File: src/rtl/avst_fifo_rl.sv
// Avalon-ST single-clock FIFO with configurable sink ready latency and
// show-ahead source; stores data plus sop/eop/empty sideband per beat.
module avst_fifo_rl #(
  parameter int DATABITS_PER_SYMBOL = 8,
  parameter int SYMBOLS_PER_BEAT    = 4,
  parameter int ADDR_WIDTH          = 3,
  parameter int READY_LATENCY       = 0,
  parameter int AF_THRESHOLD        = (1 << ADDR_WIDTH) - 2,
  localparam int DATA_WIDTH         = SYMBOLS_PER_BEAT * DATABITS_PER_SYMBOL,
  localparam int EW                 = (SYMBOLS_PER_BEAT > 1) ? $clog2(SYMBOLS_PER_BEAT) : 1
) (
  input  logic                  clk,
  input  logic                  rst_n,
  input  logic [DATA_WIDTH-1:0] in_data,
  input  logic                  in_valid,
  input  logic                  in_sop,
  input  logic                  in_eop,
  input  logic [EW-1:0]         in_empty,
  output logic                  in_ready,
  output logic [DATA_WIDTH-1:0] out_data,
  output logic                  out_valid,
  output logic                  out_sop,
  output logic                  out_eop,
  output logic [EW-1:0]         out_empty,
  input  logic                  out_ready,
  output logic [ADDR_WIDTH:0]   fill_level,
  output logic                  almost_full,
  output logic                  overflow,
  input  logic                  clr_overflow
);

  localparam int DEPTH   = 1 << ADDR_WIDTH;
  localparam int PW      = ADDR_WIDTH + 1;
  localparam int ENTRY_W = DATA_WIDTH + 2 + EW;
  // One slot beyond the in-flight beats is held back, so a compliant source never fills the store.
  localparam int signed RDY_LIMIT = DEPTH - 2 - READY_LATENCY;

  logic [ENTRY_W-1:0] r_mem [DEPTH];
  logic [PW-1:0]      r_wr_ptr;
  logic [PW-1:0]      r_rd_ptr;
  logic [PW-1:0]      r_fill;
  logic               r_in_ready;
  logic               r_af;
  logic               r_ovf;

  logic               w_empty;
  logic               w_full;
  logic               w_qual_rdy;
  logic               w_push;
  logic               w_drop;
  logic               w_pop;
  logic [PW-1:0]      w_wr_nxt;
  logic [PW-1:0]      w_rd_nxt;
  logic [PW-1:0]      w_fill_nxt;
  logic               w_rdy_nxt;
  logic               w_af_nxt;
  logic [ENTRY_W-1:0] w_rd_entry;

  assign w_empty = (r_wr_ptr == r_rd_ptr);
  assign w_full  = (r_wr_ptr[ADDR_WIDTH-1:0] == r_rd_ptr[ADDR_WIDTH-1:0]) &&
                   (r_wr_ptr[ADDR_WIDTH] != r_rd_ptr[ADDR_WIDTH]);

  // A sink beat is qualified by the ready value seen READY_LATENCY cycles earlier.
  generate
    if (READY_LATENCY == 0) begin : g_no_hist
      assign w_qual_rdy = r_in_ready;
    end else if (READY_LATENCY == 1) begin : g_hist1
      logic r_rdy_hist;
      always_ff @(posedge clk) begin
        if (!rst_n) r_rdy_hist <= 1'b0;
        else        r_rdy_hist <= r_in_ready;
      end
      assign w_qual_rdy = r_rdy_hist;
    end else begin : g_histn
      logic [READY_LATENCY-1:0] r_rdy_hist;
      always_ff @(posedge clk) begin
        if (!rst_n) r_rdy_hist <= '0;
        else        r_rdy_hist <= {r_rdy_hist[READY_LATENCY-2:0], r_in_ready};
      end
      assign w_qual_rdy = r_rdy_hist[READY_LATENCY-1];
    end
  endgenerate

  assign w_push     = in_valid && w_qual_rdy && !w_full;
  assign w_drop     = in_valid && !w_push;
  assign w_pop      = !w_empty && out_ready;
  assign w_wr_nxt   = r_wr_ptr + PW'(w_push);
  assign w_rd_nxt   = r_rd_ptr + PW'(w_pop);
  assign w_fill_nxt = w_wr_nxt - w_rd_nxt;
  assign w_rdy_nxt  = (int'(w_fill_nxt) <= RDY_LIMIT);
  assign w_af_nxt   = (int'(w_fill_nxt) >= AF_THRESHOLD);

  always_ff @(posedge clk) begin
    if (!rst_n) begin
      r_wr_ptr   <= '0;
      r_rd_ptr   <= '0;
      r_fill     <= '0;
      r_in_ready <= 1'b0;
      r_af       <= 1'b0;
      r_ovf      <= 1'b0;
    end else begin
      r_wr_ptr   <= w_wr_nxt;
      r_rd_ptr   <= w_rd_nxt;
      r_fill     <= w_fill_nxt;
      r_in_ready <= w_rdy_nxt;
      r_af       <= w_af_nxt;
      if (w_drop)            r_ovf <= 1'b1;
      else if (clr_overflow) r_ovf <= 1'b0;
    end
  end

  // Storage is data-path only and is never reset.
  always_ff @(posedge clk) begin
    if (w_push) r_mem[r_wr_ptr[ADDR_WIDTH-1:0]] <= {in_sop, in_eop, in_empty, in_data};
  end

  assign w_rd_entry  = r_mem[r_rd_ptr[ADDR_WIDTH-1:0]];
  assign out_data    = w_rd_entry[DATA_WIDTH-1:0];
  assign out_empty   = w_rd_entry[DATA_WIDTH +: EW];
  assign out_eop     = w_rd_entry[DATA_WIDTH+EW];
  assign out_sop     = w_rd_entry[DATA_WIDTH+EW+1];
  assign out_valid   = !w_empty;
  assign in_ready    = r_in_ready;
  assign fill_level  = r_fill;
  assign almost_full = r_af;
  assign overflow    = r_ovf;

endmodule

File: config.mk
export PLATFORM = sky130hd
export DESIGN_NAME = avst_fifo_rl
export DESIGN_NICKNAME = d
export VERILOG_FILES = /design/src/rtl/avst_fifo_rl.sv
export SDC_FILE = /design/constraint.sdc
export NUM_CORES = 1
export LEC_CHECK = 0
export CAP_MARGIN = 20
export CORE_AREA = 2 2 176 178
export DETAILED_ROUTE_END_ITERATION = 8
export DIE_AREA = 0 0 178 180
export GPL_TIMING_DRIVEN = 0
export HOLD_SLACK_MARGIN = 0.06
export PLACE_DENSITY_LB_ADDON = 0.1
export SYNTH_ARGS = -nofsm -noshare
export SYNTH_HDL_FRONTEND = slang
export SYNTH_SLANG_ARGS = --single-unit
File: constraint.sdc
create_clock -name clk -period 3.81 [get_ports clk]
set_input_delay 0.381 -clock clk [delete_from_list [all_inputs] [get_ports clk]]
set_output_delay 0.381 -clock clk [all_outputs]
set_load 0.03 [all_outputs]
==> flow_metrics.tcl <==
set metrics [dict create \
    status "finished, final reports clean" \
    grt_use_met2_pct 26.2 \
    dp_hpwl_um 14600 \
    cts_num_sinks 303 \
    ant_nets 0 \
    place_ws_ns 0.816 \
    cts_setup_buffers 0 \
    drt_first_iter_violations 357 \
    cp.arrival_ns 2.81 \
    synth_warnings 0 \
    drt-pass1-iter-count 5 \
    synth_cell_types 28 \
    crit_fanout 10 \
    finClkSkew_ns 0.0184 \
    start_util_pct 39.2 \
    p_leak_nw 4.67 \
    maxSlewHeadroom_pct 49.3 \
    cts_buffer_depth 3 \
    layout_common_cells "288 x edfxtp_1, 84 x clkdlybuf4s50_1, 64 x mux4_1, 36 x mux2_2, 35 x clkbuf_16" \
    powerDensity_nw_per_um2 625 \
    diodes 0 \
    synth.area.top_cells "edfxtp_1 73%, mux4_1 14%, mux2_2 3.4%" \
    cts_hold_buf 0 \
    worst_setup_path_end_kind "output port" \
    fin_crit_ns 3.19 \
    use_met3_pct 3.15 \
    multi_input_area_um2 2780 \
    fp.dieH_um 180 \
    antenna_found_initial 0 \
    layout_commonest_cell "edfxtp_1" \
    gp_congestion 0.682 \
    die-width_um 178 \
    max_freq_mhz 314 \
    fin_cells 1054 \
    hold_viol 0 \
    hold_path_class "reg2reg" \
    ff2ff_setup_slack_ns 0.81 \
    setup_viol 0 \
    timing.rr.end "in_ready$_SDFF_PN0_" \
    vias 5389 \
    drc 0 \
    vdd_drop_max_mv 0.377 \
    maxCapViolCount 0 \
    critPathKind "reg2out" \
    cts_made_buffers 34 \
    drv_slew 0 \
    synth_top_area_share_pct 73.0 \
    worstHoldPathCells 2 \
    critPathLaunchType "flip-flop" \
    first_global_vias 5977 \
    placed_area_um2 13500 \
    ys_seq_area_share_pct 75.5 \
    syn_inst 501 \
    grt_pass1_wl_um 36200 \
    min_to "overflow$_SDFFE_PN0P_" \
    grt_max_degree 24 \
    cts_tree "built" \
    dp.cells 993 \
    cts-root-buf "clkbuf_16" \
    num_rows 64 \
    finalWirelength_um 24000 \
    fin_ws_ns 0.621 \
    grt_overflow 0 \
    rsz0062_at_grt "false" \
    wl_per_cell_um 22.8 \
    finalCritPeriodShare_pct 83.7 \
    area_growth_pct 22.1 \
    grt_usage_pct 15.5 \
    via_per_inst 5.11 \
    grt.busiest_layer "met2" \
    cp.required_ns 3.43 \
    cts-htree-levels 2 \
    worstSkewPairLatency_ns 0.50 \
    rr_startpoint "r_rd_ptr[0]$_SDFF_PN0_" \
    ios 85 \
    io_buffers 84 \
    clk_pin_slew_worst_paths_ns 0.05 \
    final_nets 682 \
    die_area_um2 32000 \
    seq_area_um2 8950 \
    postLayoutCellArea_um2 14500 \
    syn-num-nets 550 \
    cts.repair.resized 0 \
    nFillCells 2476 \
    core_area_um2 30200 \
    synth_top_area_cell "edfxtp_1" \
    ys_seq_elements 303 \
    drive_gt1_share_pct 18.8 \
    r2r_cells 11 \
    met1_usage_pct 20.6 \
    netlist_area_um2 11800 \
    fin_util_pct 47.9 \
    worstMarginPinSlew_ns 0.759 \
    min_from "overflow$_SDFFE_PN0P_" \
    syn_area_per_cell_um2 23.6 \
]
-- metrics by stage --
| step | hold slack [ns] | power (W) | TNS [ns] |
|---|---|---|---|
| 6_report | 0.487 | 0.00905 | 0 |
| 3_5_place_dp | 0.481 | 0.00626 | 0 |
| 5_1_grt | 0.505 | 0.00945 | 0 |
| 4_1_cts | 0.493 | 0.00920 | 0 |
| 3_3_place_gp | 0.470 | 0.00618 | -341.90 |
| 2_1_floorplan | 0.480 | 0.00541 | 0 |
-- cell type report --
cell class	instances	share of cell area [%]
buffer	23	1.13
clock buffer	51	6.54
clock inverter	10	0.303
inverter	5	0.130
multi-input combinational	170	19.2
sequential	303	61.8
tap	396	3.42
timing repair buffer	96	7.44
-- flip-flops by register name (all words and copies together) (netlist names) --
signal and flops:
r_wr_ptr 4, almost_full 1, in_ready 1, fill_level 4
r_rd_ptr 4, r_mem 288, overflow 1
-- power breakdown --
group          switching (W)  internal (W)  total (W)
clock                0.00120       0.00171    0.00291
sequential         0.0000366       0.00381    0.00384
combinational        0.00116       0.00114    0.00230
total                0.00239       0.00666    0.00905
-- synthesized netlist by cell type (all sizes together) --
cell and instances:
or3 1, nor4 1, clkbuf 1, fa 1
mux4 72, inv 5, mux2 36, o211a 1
xor2 7, nor3 3, ha 7, a21oi 1
dfxtp 15, nand2b 4, nor2 7, edfxtp 288
a21o 1, nand3 2, xnor2 5, and2 7
buf 22, a21boi 2, nand2 5, o21ai 1
nor2b 6
-- worst max-delay path by stage --
stage,startpoint,endpoint,slack (ns),cells past startpoint
2_1_floorplan,r_rd_ptr[0]$_SDFF_PN0_,r_mem[2][0]$_DFFE_PP_,0.68,5
3_3_place_gp,in_valid,r_mem[4][17]$_DFFE_PP_,-1.35,4
3_5_place_dp,r_rd_ptr[0]$_SDFF_PN0_,in_ready$_SDFF_PN0_,0.82,11
4_1_cts,r_rd_ptr[1]$_SDFF_PN0_,out_data[14],0.55,5
5_1_grt,r_rd_ptr[1]$_SDFF_PN0_,out_data[23],0.48,5
6_report,r_rd_ptr[1]$_SDFF_PN0_,out_data[14],0.62,5
-- critical path, cell delays in order, from the launching register on --
cell and delay [ns]:
dfxtp_1 0.38, buf_2 0.32, buf_2 0.36, mux4_2 0.35
mux2_2 0.30, clkdlybuf4s50_1 0.60
-- cell families after synthesis --
kind of cell,after synthesis,synth area share [%]
flip-flops,303,75.5
multiplexers,108,19.1
AND/OR/NAND/NOR,36,1.64
buffers and inverters,28,1.54
XOR/XNOR,12,0.887
adder cells (fa/ha/maj),8,0.908
AO/OA/AOI/OAI,6,0.359
-- routing by layer --
metal / part of all wire [%] / vias up
met4: 1.7 / 0
li1: - / 2421
met2: 50 / 125
met1: 44 / 2809
met3: 4.8 / 34
met5: 0 / -
Note: power is estimated with default switching activity, not from simulation.
